--- config.mk ---
export PLATFORM = sky130hd
export DESIGN_NAME = reg_skd
export DESIGN_NICKNAME = d
export VERILOG_FILES = /design/src/rtl/reg_pkg.sv /design/src/rtl/reg_en_arst.sv /design/src/rtl/reg_skd.sv
export SDC_FILE = /design/constraint.sdc
export NUM_CORES = 1
export LEC_CHECK = 0
export CAP_MARGIN = 25
export CELL_PAD_IN_SITES_DETAIL_PLACEMENT = 1
export CELL_PAD_IN_SITES_GLOBAL_PLACEMENT = 1
export CORE_ASPECT_RATIO = 1.75
export CORE_MARGIN = 2
export CORE_UTILIZATION = 36
export DETAILED_ROUTE_END_ITERATION = 12
export PLACE_DENSITY_LB_ADDON = 0.05
export SYNTH_ARGS = -nofsm -noshare
export SYNTH_HDL_FRONTEND = slang
export SYNTH_SLANG_ARGS = --single-unit
--- constraint.sdc ---
create_clock -name i_clk -period 2.5 [get_ports i_clk]
set_input_delay 0.75 -clock i_clk [delete_from_list [all_inputs] [get_ports i_clk]]
set_output_delay 0.75 -clock i_clk [all_outputs]
set_load 0.01 [all_outputs]
--- src/rtl/reg_pkg.sv ---
// Shared definitions for the base register library: skid-buffer state encoding
// and buffer depth.
package reg_pkg;

  typedef enum logic [1:0] {
    SKD_EMPTY = 2'b00,
    SKD_BUSY  = 2'b01,
    SKD_FULL  = 2'b10
  } skd_state_e;

  localparam int SKD_DEPTH = 2;

endpackage

--- src/rtl/reg_en_arst.sv ---
// Data register with load enable and asynchronous active-high reset to RST_VAL.
module reg_en_arst #(
  parameter int                    DATA_WIDTH = 32,
  parameter logic [DATA_WIDTH-1:0] RST_VAL    = '0
) (
  input  logic                  clk_i,
  input  logic                  rst_i,
  input  logic                  en_i,
  input  logic [DATA_WIDTH-1:0] d_i,
  output logic [DATA_WIDTH-1:0] q_o
);

  logic [DATA_WIDTH-1:0] q_q;

  always_ff @(posedge clk_i or posedge rst_i) begin
    if (rst_i) begin
      q_q <= RST_VAL;
    end else if (en_i) begin
      q_q <= d_i;
    end
  end

  assign q_o = q_q;

endmodule

--- src/rtl/reg_skd.sv ---
// Two-entry skid buffer: full-throughput valid/ready pipeline stage whose
// o_rdy and o_vld are decoded only from registered state.
module reg_skd
  import reg_pkg::*;
#(
  parameter int DATA_WIDTH = 32
) (
  input  logic                  i_clk,
  input  logic                  i_rst,
  input  logic                  i_flush,
  input  logic                  i_vld,
  output logic                  o_rdy,
  input  logic [DATA_WIDTH-1:0] i_data,
  output logic                  o_vld,
  input  logic                  i_rdy,
  output logic [DATA_WIDTH-1:0] o_data
);

  skd_state_e            state_q;
  skd_state_e            state_d;
  logic                  in_fire;
  logic                  out_fire;
  logic                  main_en;
  logic                  main_from_skid;
  logic                  skid_en;
  logic [DATA_WIDTH-1:0] main_d;
  logic [DATA_WIDTH-1:0] main_q;
  logic [DATA_WIDTH-1:0] skid_q;

  assign in_fire  = i_vld & o_rdy;
  assign out_fire = o_vld & i_rdy;

  always_ff @(posedge i_clk or posedge i_rst) begin
    if (i_rst) begin
      state_q <= SKD_EMPTY;
    end else begin
      state_q <= state_d;
    end
  end

  // Flush returns to EMPTY without touching storage; stale words stay hidden.
  always_comb begin
    state_d        = state_q;
    main_en        = 1'b0;
    main_from_skid = 1'b0;
    skid_en        = 1'b0;
    if (i_flush) begin
      state_d = SKD_EMPTY;
    end else begin
      case (state_q)
        SKD_EMPTY: begin
          if (in_fire) begin
            state_d = SKD_BUSY;
            main_en = 1'b1;
          end
        end
        SKD_BUSY: begin
          if (in_fire && out_fire) begin
            main_en = 1'b1;
          end else if (in_fire) begin
            state_d = SKD_FULL;
            skid_en = 1'b1;
          end else if (out_fire) begin
            state_d = SKD_EMPTY;
          end
        end
        SKD_FULL: begin
          if (out_fire) begin
            state_d        = SKD_BUSY;
            main_en        = 1'b1;
            main_from_skid = 1'b1;
          end
        end
        default: state_d = SKD_EMPTY;
      endcase
    end
  end

  always_comb begin
    o_vld = (state_q != SKD_EMPTY);
    o_rdy = (state_q != SKD_FULL);
  end

  assign main_d = main_from_skid ? skid_q : i_data;

  reg_en_arst #(
    .DATA_WIDTH (DATA_WIDTH),
    .RST_VAL    ('0)
  ) u_main (
    .clk_i (i_clk),
    .rst_i (i_rst),
    .en_i  (main_en),
    .d_i   (main_d),
    .q_o   (main_q)
  );

  reg_en_arst #(
    .DATA_WIDTH (DATA_WIDTH),
    .RST_VAL    ('0)
  ) u_skid (
    .clk_i (i_clk),
    .rst_i (i_rst),
    .en_i  (skid_en),
    .d_i   (i_data),
    .q_o   (skid_q)
  );

  assign o_data = main_q;

endmodule

# Word-level counts from Yosys, hierarchy flattened
# Index checks and enable logic that the tools add are counted.
[totals]
reg_bits = 66
input_bits = 37
output_inout_bits = 34
word_cells = 34
[op_classes]
eq_ne = 7
n_mux = 18
bitwise = 2
reduce_logical = 4
[ops]
columns = ["cell", "count"]
rows = [
  ["2-to-1 mux 32 bit", 1],
  ["2-to-1 mux 2 bit", 6],
  ["2-to-1 mux 1 bit", 9],
  ["inequality test 3 bit, second input constant", 3],
  ["one-hot mux 2 bit (3 select lines)", 1],
  ["inequality test 4 bit, second input constant", 1],
  ["AND reduction 4 bit", 1],
  ["one-hot mux 1 bit (3 select lines)", 1],
  ["bitwise AND 1 bit", 2],
  ["equality test 2 x 1 -> 1 bit, second input constant", 1],
  ["equality test 2 bit, second input constant", 1],
  ["zero test 2 bit", 1],
  ["inequality test 2 bit, second input constant", 1],
  ["nonzero test 2 bit", 1],
  ["logical AND 1 bit", 1],
]

# Longest topological paths before layout
# Gate-level depths: netlist of the first run.
[logic_depth]
depth_word = 7
mapped_depth = 6

# Cells and area by module
# Synthesis of the first run repeated with hierarchy kept, for this count alone.
[unflattened]
cells_unflattened = 189
hier_area_um2 = 3244.4
[by_module_without_submodules]
columns = ["mod", "n_inst", "cells_each", "area_per_inst_um2"]
rows = [
  ["reg_en_arst", 2, 69, 1348.8],
  ["reg_skd", 1, 51, 546.8],
]

# Least setup slack after synthesis of the first run
# Ideal clock, no wire load.
[synth_timing]
path_kind = "in2reg"
start = "input port i_vld"
end = "register u_main.q_q[10], in the netlist u_main.q_o[10]"
arrival_time_ns = 1.932
t_required_ns = 2.375
path_slack_ns = 0.443
stages = 5
n_path_buf = 1
cell_sequence = "nor2b_1 -> o21ai_1 -> a21oi_1 -> buf_2 -> mux2_2"
[synth_via]
elab_chain_len = 5
[synth_lines]
columns = ["item", "line", "source"]
rows = [
  ["from (decl)", "reg_skd.sv:11", "input logic i_vld,"],
  ["bitwise AND 1 bit (*)", "reg_skd.sv:30", "assign in_fire = i_vld & o_rdy;"],
  ["logical AND 1 bit", "reg_skd.sv:58", "if (in_fire && out_fire) begin"],
  ["2-to-1 mux 1 bit", "reg_skd.sv:58", ""],
  ["one-hot mux 1 bit (3 select lines) (*)", "reg_skd.sv:50", "case (state_q)"],
  ["2-to-1 mux 1 bit (*)", "reg_skd.sv:47", "if (i_flush) begin"],
  ["to (signal assigned)", "reg_en_arst.sv:19", "q_q <= d_i;"],
  ["to (decl)", "reg_en_arst.sv:13", "logic [DATA_WIDTH-1:0] q_q;"],
]
# Every way passes the cells marked *; elsewhere a longest branch is shown, timed or not.
# A chain may end at the register's enable or synchronous reset.

# Worst setup path in the final report of the first run
[layout_timing]
start = "register state_q[1]"
end = "output port o_rdy"
[layout_via]
elab_chain_len = 1
[layout_lines]
columns = ["item", "line", "source"]
rows = [
  ["from (decl)", "reg_skd.sv:19", "skd_state_e state_q;"],
  ["from (signal assigned)", "reg_skd.sv:37", "state_q <= state_d;"],
  ["inequality test 2 bit", "reg_skd.sv:81", "o_rdy = (state_q != SKD_FULL);"],
  ["to (decl)", "reg_skd.sv:12", "output logic o_rdy,"],
]
# No other way between the ends.

==> results of run 1 <==
## cell type report
type | instances | area (µm²)
fillers | 779 | 3760
inverters | 2 | 7.51
flip-flops and latches | 66 | 1650
clock inverters | 2 | 35.0
well taps | 90 | 113
clock buffers | 14 | 264
repair buffers | 79 | 831
multi-input cells | 111 | 1200
## Yosys cell counts
| library cell | n | area [µm²] |
|---|---|---|
| nand2b_1 | 1 | 6.26 |
| o21ai_1 | 1 | 5.00 |
| nand3_1 | 1 | 5.00 |
| or2_2 | 1 | 6.26 |
| nor3_1 | 1 | 5.00 |
| o21a_1 | 1 | 7.51 |
| inv_1 | 2 | 7.51 |
| mux2_2 | 95 | 1070 |
| mux2i_1 | 1 | 10.0 |
| nor2b_1 | 1 | 6.26 |
| dfrtp_1 | 66 | 1650 |
| mux2_1 | 1 | 11.3 |
| nor2_1 | 3 | 11.3 |
| nor3b_4 | 1 | 18.8 |
| a21oi_1 | 2 | 10.0 |
| buf_4 | 3 | 22.5 |
| buf_2 | 6 | 30.0 |
| nor2b_2 | 1 | 8.76 |
## per-stage QoR
step	instances	instance area (µm²)	setup TNS, ns	setup WS, ns	utilization (%)
final	364	4100	0	0.175	52.2
after global placement	348	3800	-0.433	-0.0160	48.4
after floorplan	188	2890	0	0.0952	-
after CTS	364	4100	0	0.144	52.2
after detailed placement	348	3800	-2.13	-0.0803	48.4
after global routing	364	4100	0	0.116	52.2
## cell usage in the layout, fill, tap and decap left out, drive strengths merged
| master | netlist | routed |
|---|---|---|
| nor2b | 2 | 2 |
| a21oi | 2 | 2 |
| bufinv | 0 | 1 |
| or2 | 1 | 1 |
| clkinv | 0 | 1 |
| o21a | 1 | 1 |
| clkbuf | 0 | 14 |
| o21ai | 1 | 1 |
| nor2 | 3 | 3 |
| nor3b | 1 | 1 |
| mux2 | 96 | 96 |
| inv | 2 | 2 |
| nand2b | 1 | 1 |
| clkdlybuf4s50 | 0 | 70 |
| dfrtp | 66 | 66 |
| nand3 | 1 | 1 |
| nor3 | 1 | 1 |
| buf | 9 | 9 |
| mux2i | 1 | 1 |
## state kept, by name, summed over array words and instances (netlist names)
register    flops
u_skid.q_o     32
state_q         2
u_main.q_o     32
## worst min path at each step
stage	start	slack, ns	cells past startpoint	endpoint
floorplan	u_skid.q_o[3]	0.47	1	u_skid.q_o[3]
global placement	u_skid.q_o[24]	0.48	1	u_skid.q_o[24]
detailed placement	u_main.q_o[11]	0.48	1	u_main.q_o[11]
CTS	u_main.q_o[11]	0.49	1	u_main.q_o[11]
global route	u_skid.q_o[6]	0.51	1	u_skid.q_o[6]
finish	u_main.q_o[11]	0.48	1	u_main.q_o[11]
## layer usage
layer	track usage [%]	part of all wire, %	wire length (µm)
met1	19.4	44	2590
met2	23.0	48	2790
met3	4.68	5.7	332
met4	6.72	1.9	110
met5	0	0	0
## power breakdown
group | total (mW) | switching, mW | internal, mW
Clock | 1.24 | 0.417 | 0.825
Combinational | 0.693 | 0.227 | 0.465
Sequential | 1.44 | 0.119 | 1.32
## kinds of logic after synthesis
kind of cell	synth area share, %
DFF	57.1
AOI/OAI and AO/OA	0.778
muxes	37.7
and+or+nand+nor	2.34
buffers and inverters	2.08
==> run metrics, run 1 <==
status=finished, final reports clean; GR Util All Layers=15.0%; Slew Limit Fails=0; Root Driver=clkbuf_16; final setup vio count=0; Setup CP Type=reg2out; Final Wtd Congestion=slightly above 0.7; via/cell ratio=about 5.0; Setup crit end kind=output port; relative slew slack=about four fifths; largest net degree at the start of global routing=54; DR WL/cell=16.0 µm; number of library cell types mapped by synthesis=18; Worst-path clk slew=0.05 ns; Peak VDD IR=about 0.45 mV; crit path from=state_q[1]; Max-Cap Viols=0; RSZ-0062 raised after global routing=no; hold slack=~0.48 ns; starting density of the core=~37%; Netlist Area Pre-Place=between 2000 and 3000 µm²; number of global-route vias before repair=between 1500 and 2000; critical-path cell list=nor2b_2 -> inv_1 -> clkdlybuf4s50_1; CORE AREA=~8000 µm²; Crit path max-delay family=buffers and inverters; crit path time final=2.32 ns; Post CTS Setup Buffer Count=0; area growth from synthesis to layout=41.7%; hold_buf cts=0; n_diodes=0; fraction of layout cells with a size suffix above 1=roughly 45%; Pleak=around 1.7 nW; die span in x=between 70 and 80 µm; # nets final=just over 300; Synth Instances=188; number of buffers created by CTS=9; Detailed Route WL=between 5 and 6 mm; RR Startpoint=state_q[0]; Hold Crit Class=reg2reg; Critical Path RT=between 1.5 and 2 ns; crit path DAT=approximately 1.6 ns; total power=around 3.4 mW; CTS tree=built; syn_nets=225; GRT overflow=0; crit-path max cell delay=between 0.5 and 0.6 ns; Critical Path Source Type=flop; Setup Skew=roughly 0.0035 ns; DR iter-0 viols=64; #FFs+latches synth=66; pwr/cell area=between 800 and 900 nW/µm²; final worst path period share=93.0%; # resized after CTS=0; worst r2r path cells=6; worst slew pin tran=0.329 ns; Detailed Place HPWL=3.86 mm; CTS H-Tree Depth=3; WP buf/inv=2; Crit-path slowest cell=clkdlybuf4s50_1; Die ar.=8800 µm²; post-synthesis sequential area ratio=a little under three fifths; CTS max path bufs=2; chip height=roughly 120 µm; R2R setup slack=~0.53 ns; number of top-level pins=71; Worst R2R End=u_main.q_o[11]; DRC errors left=0; CTS Sinks=66; endpoints failing hold=0; critical path depth=3; worst-path fanout max=4; cell row count=43; syn_area_per_cell=around 15 µm²; via count=between 1500 and 2000; Pre-Repair DR Iteration Count=3; initial antenna violation count=0; ANT nets after route=0; port bufs=70; Worst Setup EP=o_rdy; Clk Latency, worst-skew pair=~0.32 ns; first-pass GRT wire length=roughly 10 mm; Max Fclk=~430 MHz; Yosys Warn Count=0
(Power assumes the default switching activity.)
==> run 2, diff against run 1 <==
CORE_ASPECT_RATIO = 0.5   (was 1.75)
PLACE_DENSITY_LB_ADDON = 0.1   (was 0.05)
==> run metrics, run 2 (synthesized netlist as in run 1, its figures left out) <==
status=finished, final reports clean (unchanged); Final WS setup=0.175 ns (about the same); # resized after CTS=0 (unchanged); CTS Sinks=66 (unchanged); cell internal pwr=2.60 mW (was 2.61 mW); Max-Cap Viols=0 (unchanged); die span in x=131 µm (was 71.8 µm); initial antenna violation count=0 (unchanged); Pleak=1.71 nW (about the same); Comb power frac=20.7% (was 20.5%); final core occ=52.2% (about the same); Die ar.=8810 µm² (was 8800 µm²); Worst R2R End=u_main.q_o[4] (was u_main.q_o[11]); R2R setup slack=0.50 ns (was 0.53 ns); via count=1793 (was 1814); Sw Ratio=23.4% (was 22.6%); # nets final=307 (was 306); RR Startpoint=state_q[0] (unchanged); Hold Crit Class=reg2reg (unchanged); Worst Hold End=u_skid.q_o[29] (was u_main.q_o[11]); DR iter-0 viols=53 (was 64); DR WL/cell=16.3 µm (was 16.0 µm); worst r2r path cells=6 (unchanged); final worst path period share=93.0% (about the same); chip height=67.4 µm (was 123 µm); Setup Skew=0.00451 ns (was 0.00347 ns); RSZ-0062 raised after global routing=no (unchanged); n_diodes=0 (unchanged); most frequent cells in the layout=mux2_2, clkdlybuf4s50_1, dfrtp_1 (unchanged); switching pwr=795 µW (was 763 µW); Worst-path clk slew=0.05 ns (about the same); Post CTS Setup Buffer Count=0 (unchanged); Cell Area, Placed=3820 µm² (was 3800 µm²); fraction of layout cells with a size suffix above 1=45.8% (was 44.9%); worst-path fanout max=4 (unchanged); port bufs=70 (unchanged); via/cell ratio=4.66 (was 4.98); Hold Path Stages=1 (unchanged); sequential share of power=42.9% (was 42.7%); Critical Path RT=1.75 ns (about the same); CTS H-Tree Depth=3 (unchanged); Max Fclk=430 MHz (about the same); crit path DAT=1.57 ns (about the same); hold_buf cts=0 (unchanged); endpoints failing hold=0 (unchanged); placed cells=371 (was 348); area growth from synthesis to layout=42.3% (was 41.7%); worst hold path startpoint=u_skid.q_o[29] (was u_main.q_o[11]); starting density of the core=36.7% (was 36.8%); final setup vio count=0 (unchanged); number of buffers created by CTS=9 (unchanged); cell row count=23 (was 43); Critical Path Source Type=flop (unchanged); largest net degree at the start of global routing=53 (was 54); dpl ws=-0.145 ns (was -0.0803 ns); first-pass GRT wire length=10.0 mm (was 9.83 mm); most common cell after layout, fill and taps aside=mux2_2 (unchanged); GRT overflow=0 (unchanged); crit path time final=2.32 ns (about the same); Non-Filler Cell Area, Final=4120 µm² (was 4100 µm²); number of top-level pins=71 (unchanged); relative slew slack=76.8% (was 78.1%); GR Util All Layers=15.6% (was 15.0%); Root Driver=clkbuf_16 (unchanged); clock network fraction of design power=36.4% (was 36.8%); Final Wtd Congestion=0.705 (was 0.706); Clk Latency, worst-skew pair=0.32 ns (about the same); number of global-route vias before repair=1984 (was 1934); CTS tree=built (unchanged); Setup CP Type=reg2out (unchanged); Pre-Repair DR Iteration Count=3 (unchanged); total power=3.39 mW (was 3.38 mW); DRC errors left=0 (unchanged); Detailed Route WL=6.28 mm (was 5.82 mm); hold slack=0.500 ns (was 0.481 ns); Detailed Place HPWL=4.21 mm (was 3.86 mm); Layout Cells excl Fill=385 (was 364); setup_tns=0 ns (unchanged); CTS max path bufs=2 (unchanged); Peak VDD IR=0.440 mV (was 0.453 mV); ANT nets after route=0 (unchanged); pwr/cell area=824 nW/µm² (about the same); worst slew pin tran=0.347 ns (was 0.329 ns); Setup crit end kind=output port (unchanged); Slew Limit Fails=0 (unchanged); CORE AREA=7890 µm² (was 7860 µm²)
run 2: worst max path at each step:
stage | end | startpoint
floorplan | state_q[0] | i_rst
global placement | u_main.q_o[23] | i_vld
detailed placement | u_main.q_o[21] | i_vld
CTS | o_rdy | state_q[1]
global route | o_rdy | state_q[0]
finish | o_rdy | state_q[1]
run 2: area by class of cell:
| cell class | count | area [µm²] |
|---|---|---|
| Timing Repair Buffer | 80 | 826 |
| Fill cell | 777 | 3770 |
| Sequential cell | 66 | 1650 |
| Multi-Input combinational cell | 111 | 1200 |
| Inverter | 2 | 7.51 |
| Clock inverter | 3 | 40.0 |
| Clock buffer | 11 | 253 |
| Tap cell | 112 | 140 |
run 2: metal layers:
layer  track usage (%)  up-vias  part of all wire [%]
met2              28.0       40                    53
met5                 0        -                     0
met3              6.18        4                   4.6
li1                  -      833                     -
met4              4.79        0                  0.57
met1              17.4      916                    42
run 2: power by group through the flow:
stage	combinational (mW)	sequential, mW	clock [mW]
floorplan	0.304	1.48	0
global placement	0.682	1.45	0
CTS	0.718	1.46	1.27
detailed placement	0.709	1.47	0
finish	0.702	1.46	1.23
global route	0.760	1.49	1.33
run 2: worst max-delay path, stage by stage, from the launching register on:
cell and delay [ns]:
dfrtp_1 0.40, nor2b_2 0.18, inv_1 0.12, clkdlybuf4s50_1 0.55
==> run 3, diff against run 2 <==
CTS_CLUSTER_SIZE = 40   (was default)
==> results of run 3 <==
Same layout as run 2: the final DEF is identical, and so are final timing and power.
